==> config.mk <==
export PLATFORM = sky130hd
export DESIGN_NAME = bcd_serial_sub_ctrl_flat
export DESIGN_NICKNAME = d
export VERILOG_FILES = /design/src/rtl/bcd_serial_sub_ctrl_if.sv /design/src/rtl/bcd_serial_sub_ctrl.sv /design/src/flat_wrapper.sv
export SDC_FILE = /design/constraint.sdc
export NUM_CORES = 1
export LEC_CHECK = 0
export CAP_MARGIN = 15
export CORE_MARGIN = 10
export CORE_UTILIZATION = 30
export DETAILED_ROUTE_END_ITERATION = 8
export PLACE_DENSITY = 0.59
export REMOVE_ABC_BUFFERS = 1
export SYNTH_ARGS = -nofsm -noshare
export SYNTH_HDL_FRONTEND = slang
export SYNTH_SLANG_ARGS = --single-unit
==> constraint.sdc <==
create_clock -name clk -period 8 [get_ports clk]
set_clock_uncertainty 0.05 [all_clocks]
set_input_delay 1.6 -clock clk [delete_from_list [all_inputs] [get_ports clk]]
set_output_delay 1.6 -clock clk [all_outputs]
set_load 0.01 [all_outputs]
==> src/rtl/bcd_serial_sub_ctrl_if.sv <==
// Operand/result bundle for the digit-serial BCD subtract controller.
// The requester side is master and the controller side is slave.
interface bcd_serial_sub_ctrl_if #(
    parameter int NDIGITS = 4
);
    logic                   start;
    logic [4*NDIGITS-1:0]   a;
    logic [4*NDIGITS-1:0]   b;
    logic                   busy;
    logic                   done;
    logic [4*NDIGITS-1:0]   diff;
    logic                   neg;
    logic                   err;

    modport master (
        output start, a, b,
        input  busy, done, diff, neg, err
    );

    modport slave (
        input  start, a, b,
        output busy, done, diff, neg, err
    );
endinterface

==> src/rtl/bcd_serial_sub_ctrl.sv <==
// Digit-serial BCD subtractor sequencer: sign + magnitude of a-b, LSD first.
// Latency NDIGITS+1 (2*NDIGITS+1 if negative, 1 on bad digit); start ignored while busy.
module bcd_serial_sub_ctrl #(
    parameter int NDIGITS = 4
) (
    input  logic               clk,
    input  logic               rst_n,
    bcd_serial_sub_ctrl_if.slave bus
);
    localparam int W  = 4 * NDIGITS;
    localparam int IW = (NDIGITS > 1) ? $clog2(NDIGITS) : 1;

    typedef enum logic [1:0] {IDLE, SUB, NEG, DONE} state_t;

    state_t         state;
    logic [W-1:0]   a_q;
    logic [W-1:0]   b_q;
    logic [W-1:0]   diff_q;
    logic [IW-1:0]  idx;
    logic           borrow;
    logic           busy_q;
    logic           done_q;
    logic           neg_q;
    logic           err_q;

    logic           bad_dig;
    logic [3:0]     op_x;
    logic [3:0]     op_y;
    logic [4:0]     t;
    logic [3:0]     dig;
    logic           last;

    always_comb begin
        bad_dig = 1'b0;
        for (int i = 0; i < NDIGITS; i++) begin
            if (bus.a[4*i +: 4] > 4'd9 || bus.b[4*i +: 4] > 4'd9)
                bad_dig = 1'b1;
        end
    end

    // One shared digit subtractor: a-b in SUB, 0-diff in NEG (10's complement).
    always_comb begin
        op_x = 4'd0;
        op_y = diff_q[4*int'(idx) +: 4];
        if (state == SUB) begin
            op_x = a_q[4*int'(idx) +: 4];
            op_y = b_q[4*int'(idx) +: 4];
        end
        t    = {1'b0, op_x} - {1'b0, op_y} - {4'd0, borrow};
        dig  = t[4] ? (t[3:0] + 4'd10) : t[3:0];
        last = (idx == IW'(NDIGITS - 1));
    end

    always_ff @(posedge clk) begin
        if (!rst_n) begin
            state  <= IDLE;
            a_q    <= '0;
            b_q    <= '0;
            diff_q <= '0;
            idx    <= '0;
            borrow <= 1'b0;
            busy_q <= 1'b0;
            done_q <= 1'b0;
            neg_q  <= 1'b0;
            err_q  <= 1'b0;
        end else begin
            done_q <= 1'b0;
            case (state)
                IDLE: begin
                    if (bus.start) begin
                        a_q    <= bus.a;
                        b_q    <= bus.b;
                        idx    <= '0;
                        borrow <= 1'b0;
                        diff_q <= '0;
                        neg_q  <= 1'b0;
                        if (bad_dig) begin
                            err_q  <= 1'b1;
                            done_q <= 1'b1;
                            state  <= DONE;
                        end else begin
                            err_q  <= 1'b0;
                            busy_q <= 1'b1;
                            state  <= SUB;
                        end
                    end
                end
                SUB, NEG: begin
                    diff_q[4*int'(idx) +: 4] <= dig;
                    if (last) begin
                        idx <= '0;
                        // A final borrow out of SUB means a<b: go form the magnitude.
                        if (state == SUB && t[4]) begin
                            borrow <= 1'b0;
                            state  <= NEG;
                        end else begin
                            borrow <= 1'b0;
                            neg_q  <= (state == NEG);
                            busy_q <= 1'b0;
                            done_q <= 1'b1;
                            state  <= DONE;
                        end
                    end else begin
                        idx    <= idx + 1'b1;
                        borrow <= t[4];
                    end
                end
                DONE: begin
                    state <= IDLE;
                end
                default: state <= IDLE;
            endcase
        end
    end

    assign bus.busy = busy_q;
    assign bus.done = done_q;
    assign bus.diff = diff_q;
    assign bus.neg  = neg_q;
    assign bus.err  = err_q;
endmodule

==> src/flat_wrapper.sv <==
// flat-port wrapper written by rule: the top's interface ports become plain ports
module bcd_serial_sub_ctrl_flat 
#(
    parameter int NDIGITS = 4
)
  (clk, rst_n, bus_start, bus_a, bus_b, bus_busy, bus_done, bus_diff, bus_neg, bus_err);
  bcd_serial_sub_ctrl_if #(.NDIGITS(NDIGITS)) bus_i ();
  input  logic clk;
  input  logic rst_n;
  input wire logic [$bits(bus_i.start)-1:0] bus_start;
  input wire logic [$bits(bus_i.a)-1:0] bus_a;
  input wire logic [$bits(bus_i.b)-1:0] bus_b;
  output wire logic [$bits(bus_i.busy)-1:0] bus_busy;
  output wire logic [$bits(bus_i.done)-1:0] bus_done;
  output wire logic [$bits(bus_i.diff)-1:0] bus_diff;
  output wire logic [$bits(bus_i.neg)-1:0] bus_neg;
  output wire logic [$bits(bus_i.err)-1:0] bus_err;
  assign bus_i.start = bus_start;
  assign bus_i.a = bus_a;
  assign bus_i.b = bus_b;
  assign bus_busy = bus_i.busy;
  assign bus_done = bus_i.done;
  assign bus_diff = bus_i.diff;
  assign bus_neg = bus_i.neg;
  assign bus_err = bus_i.err;
  bcd_serial_sub_ctrl #(.NDIGITS(NDIGITS)) u_core (.clk(clk), .rst_n(rst_n), .bus(bus_i));
endmodule
==> results.toml <==
[layout]
fin_nets = 443
fillers = 1028
synthToLayoutAreaGrowth_pct = 29.7
multiInputGateArea_um2 = 1700
seqCellArea_um2 = 1140
final_util_pct = 39.8
drive_above_1_share_pct = 7.05
n_antenna_cell = 0

[routing]
drt_iter0_markers = 103
vias = 2486
viasPerCell = 4.69
routed_wl_mm = 7.56
drtPass1Iterations = 5
drcViolationCount = 0
ant_nets = 0
routedWlPerCell_um = 14.3

[pwr]
powerDensity_nw_per_um2 = 311
p_seq_share_pct = 32.1
power_frac_clock_pct = 24.4
internal_power_w = 0.000748
p_leak_nw = 1.43
power_switching_w = 0.000456
p_comb_share_pct = 43.5
vdd_drop_max_mv = 0.0991
p_sw_share_pct = 37.9

[clock_tree]
cts_buffers = 9
cts-resized-gates = 0
clock-sinks = 57
clk_latency_ns = 0.34
cts_buffer_depth = 2
root_buffer = "clkbuf_8"
cts_tree = "yes"
htreeDepth = 3
cts_hold_buf = 0
postCtsSetupBuffers = 0
clkSlewWorstSetupHoldPaths_ns = 0.06

[die]
die_x_um = 120
start_util_pct = 30.7
ios = 55
die_area_um2 = 14400
num_rows = 36
core_area_um2 = 9730
dieHeight_um = 120

[setup_path]
critical_path_class = "flip-flop to flip-flop"
worstPathRequired_ns = 8.16
ff2ff_path_depth = 10
cp-startpoint = "u_core.idx[0]$_SDFFE_PN0P_"
end_kind = "flip-flop"
reg2reg_from = "u_core.idx[0]$_SDFFE_PN0P_"
cp_max_fo = 21
r2r_setup_slack_ns = 4.07
cp-start-kind = "flip-flop"
r2r_end = "u_core.bus.diff[14]$_SDFFE_PN0P_"
endpoint = "u_core.bus.diff[14]$_SDFFE_PN0P_"
arrival_ns = 4.09

[placed_design]
dp_hpwl_mm = 5.86
portBuffers = 54
gp_congestion = 0.873

[hold_path]
hold_class = "flip-flop to flip-flop"

[yosys]
synthXorXnorAreaFrac_pct = 1.76
synthAdderAreaFrac_pct = 7.20
synthMuxAreaShare_pct = 10.1
synth_top_family_by_area = "simple AND/OR/NAND/NOR gates"
synth.yosys.seq_area_share_pct = 38.2
synth-seq-cells = 57
synthTopCellsByArea = "dfxtp_1 (38%), nand2_1 (11%), a21boi_0 (8.5%)"
yosys.area_share.simple_pct = 19.8
ys_types = 39
netlist_area_um2 = 2990
synth_compound_gate_area_share_pct = 17.9
synth_warnings = 0
netlist_instances = 344
yosys.area.top_type = "dfxtp_1"
syn_area_per_cell_um2 = 8.69
synth_top_area_share_pct = 38.2

[timing]
rsz0062_at_grt = "no"
tightest_slew_ns = 1.08
min_period_ns = 3.93
tns_ns = 0
report.final.setup_viol = 0
final_max_slew_viol_count = 0
slew_headroom_pct = 27.7
timing.final.crit_share_pct = 49.1
max_freq_mhz = 255
hold_viol = 0

[run_status]
status = "completed"

[run]
drv_cap = 0

[grt]
grt_pass1_vias = 2480
grt_use_total_pct = 10.5
grt_overflow = 0
grt_max_degree = 60
antenna_found_initial = 0
grt_pass1_wl_mm = 12.2
-- cell type report --
| class | count | area share [%] |
|---|---|---|
| clock buffers | 15 | 5.07 |
| repair buffers | 56 | 14.8 |
| multi-input cells | 249 | 43.7 |
| inverters | 19 | 1.84 |
| flip-flops and latches | 57 | 29.4 |
| clock inverters | 1 | 0.775 |
| well taps | 133 | 4.29 |
-- power groups by stage --
stage / clock network, W / logic [W] / registers (W)
5_1_grt: 0.000313 / 0.000584 / 0.000395
6_report: 0.000294 / 0.000524 / 0.000386
3_3_place_gp: 0 / 0.000513 / 0.000392
2_1_floorplan: 0 / 0.000374 / 0.000382
4_1_cts: 0.000301 / 0.000517 / 0.000388
3_5_place_dp: 0 / 0.000514 / 0.000393
-- worst min-delay path by stage --
stage                                      startpoint                          end  slack [ns]  cells past startpoint
after floorplan           u_core.a_q[10]$_SDFFE_PN0P_  u_core.a_q[10]$_SDFFE_PN0P_        0.39                      2
after global placement     u_core.a_q[8]$_SDFFE_PN0P_   u_core.a_q[8]$_SDFFE_PN0P_        0.40                      2
after detailed placement   u_core.a_q[7]$_SDFFE_PN0P_   u_core.a_q[7]$_SDFFE_PN0P_        0.41                      2
after CTS                  u_core.a_q[7]$_SDFFE_PN0P_   u_core.a_q[7]$_SDFFE_PN0P_        0.42                      2
after global routing      u_core.a_q[12]$_SDFFE_PN0P_  u_core.a_q[12]$_SDFFE_PN0P_        0.44                      2
final                      u_core.a_q[7]$_SDFFE_PN0P_   u_core.a_q[7]$_SDFFE_PN0P_        0.41                      2
-- flip-flops by register name, summed over array words and instances, names as in the netlist --
register	count
u_core.a_q	16
u_core.b_q	16
u_core.bus.diff	16
u_core.idx	2
u_core.state	2
u_core.borrow	1
u_core.bus.busy	1
u_core.bus.done	1
u_core.bus.err	1
u_core.bus.neg	1
-- stage by stage --
stage	hold slack, ns	cell area, µm²	power (W)	setup WS (ns)	std cells
finish	0.412	3880	0.00120	4.07	530
global route	0.437	3880	0.00129	3.75	530
CTS	0.415	3850	0.00121	4.03	529
detailed placement	0.406	3620	0.000908	4.03	513
global placement	0.404	3620	0.000905	4.10	513
floorplan	0.389	2910	0.000756	4.47	325
-- cell usage in the layout, fill, tap and decap left out, types with 2 or more instances in the layout --
| master | count |
|---|---|
| a21boi_0 | 34 |
| mux4_1 | 3 |
| mux4_2 | 9 |
| fa_1 | 2 |
| nand2_1 | 90 |
| o21ai_0 | 20 |
| nand3b_1 | 3 |
| o31ai_1 | 2 |
| o21ai_1 | 3 |
| mux2i_1 | 2 |
| dfxtp_1 | 57 |
| nor2_1 | 7 |
| xor2_1 | 2 |
| nand4_1 | 7 |
| clkdlybuf4s50_1 | 54 |
| a21oi_1 | 3 |
| ha_1 | 14 |
| inv_1 | 19 |
| nand3_1 | 8 |
| xnor2_1 | 4 |
| and2_1 | 3 |
| nor2b_1 | 7 |
| a21boi_1 | 2 |
| clkbuf_8 | 14 |
| o22ai_1 | 7 |
| nand2b_1 | 4 |
| nor3_1 | 2 |
-- cells in the mapped netlist (all sizes together) --
| master | instances |
|---|---|
| xnor2 | 4 |
| buf | 2 |
| nor3 | 2 |
| nor4b | 1 |
| inv | 19 |
| nand2b | 4 |
| nand2 | 90 |
| dfxtp | 57 |
| nor2 | 7 |
| a311oi | 1 |
| nor2b | 7 |
| fa | 2 |
| o22ai | 7 |
| a31o | 1 |
| and2 | 3 |
| xor2 | 2 |
| mux4 | 12 |
| a32oi | 1 |
| o221ai | 1 |
| a22oi | 1 |
| and4 | 1 |
| nand3b | 3 |
| clkbuf | 17 |
| a21oi | 3 |
| o31ai | 2 |
| a211o | 1 |
| and3 | 1 |
| o211a | 1 |
| mux2i | 2 |
| a21boi | 36 |
| o21ai | 23 |
| nand4 | 7 |
| ha | 14 |
| nand3 | 8 |
| o211ai | 1 |
-- cell families (layout without fill, tap and decap cells) --
kind of cell             after synthesis  in the layout
AO/OA/AOI/OAI                         79             79
XOR/XNOR                               6              6
buffers and inverters                 38             91
adder cells (fa/ha/maj)               16             16
flip-flops                            57             57
AND/OR/NAND/NOR                      134            134
multiplexers                          14             14
-- per-layer routing --
layer  wire length [µm]  global-route usage, %
met5                  0                      0
met4                120                   4.52
met3                410                   3.33
met2               3550                   16.5
met1               3480                   12.8
-- worst max-delay path, cell delays in order (launching register included) --
cell and delay, ns:
dfxtp_1 0.97, mux4_2 0.60, nand2_1 0.08, nand2_1 0.07
fa_1 0.44, fa_1 0.46, nand2_1 0.09, a21oi_1 0.07
xnor2_1 0.46, mux2i_1 0.37, o21ai_0 0.13
(Power assumes the default switching activity.)
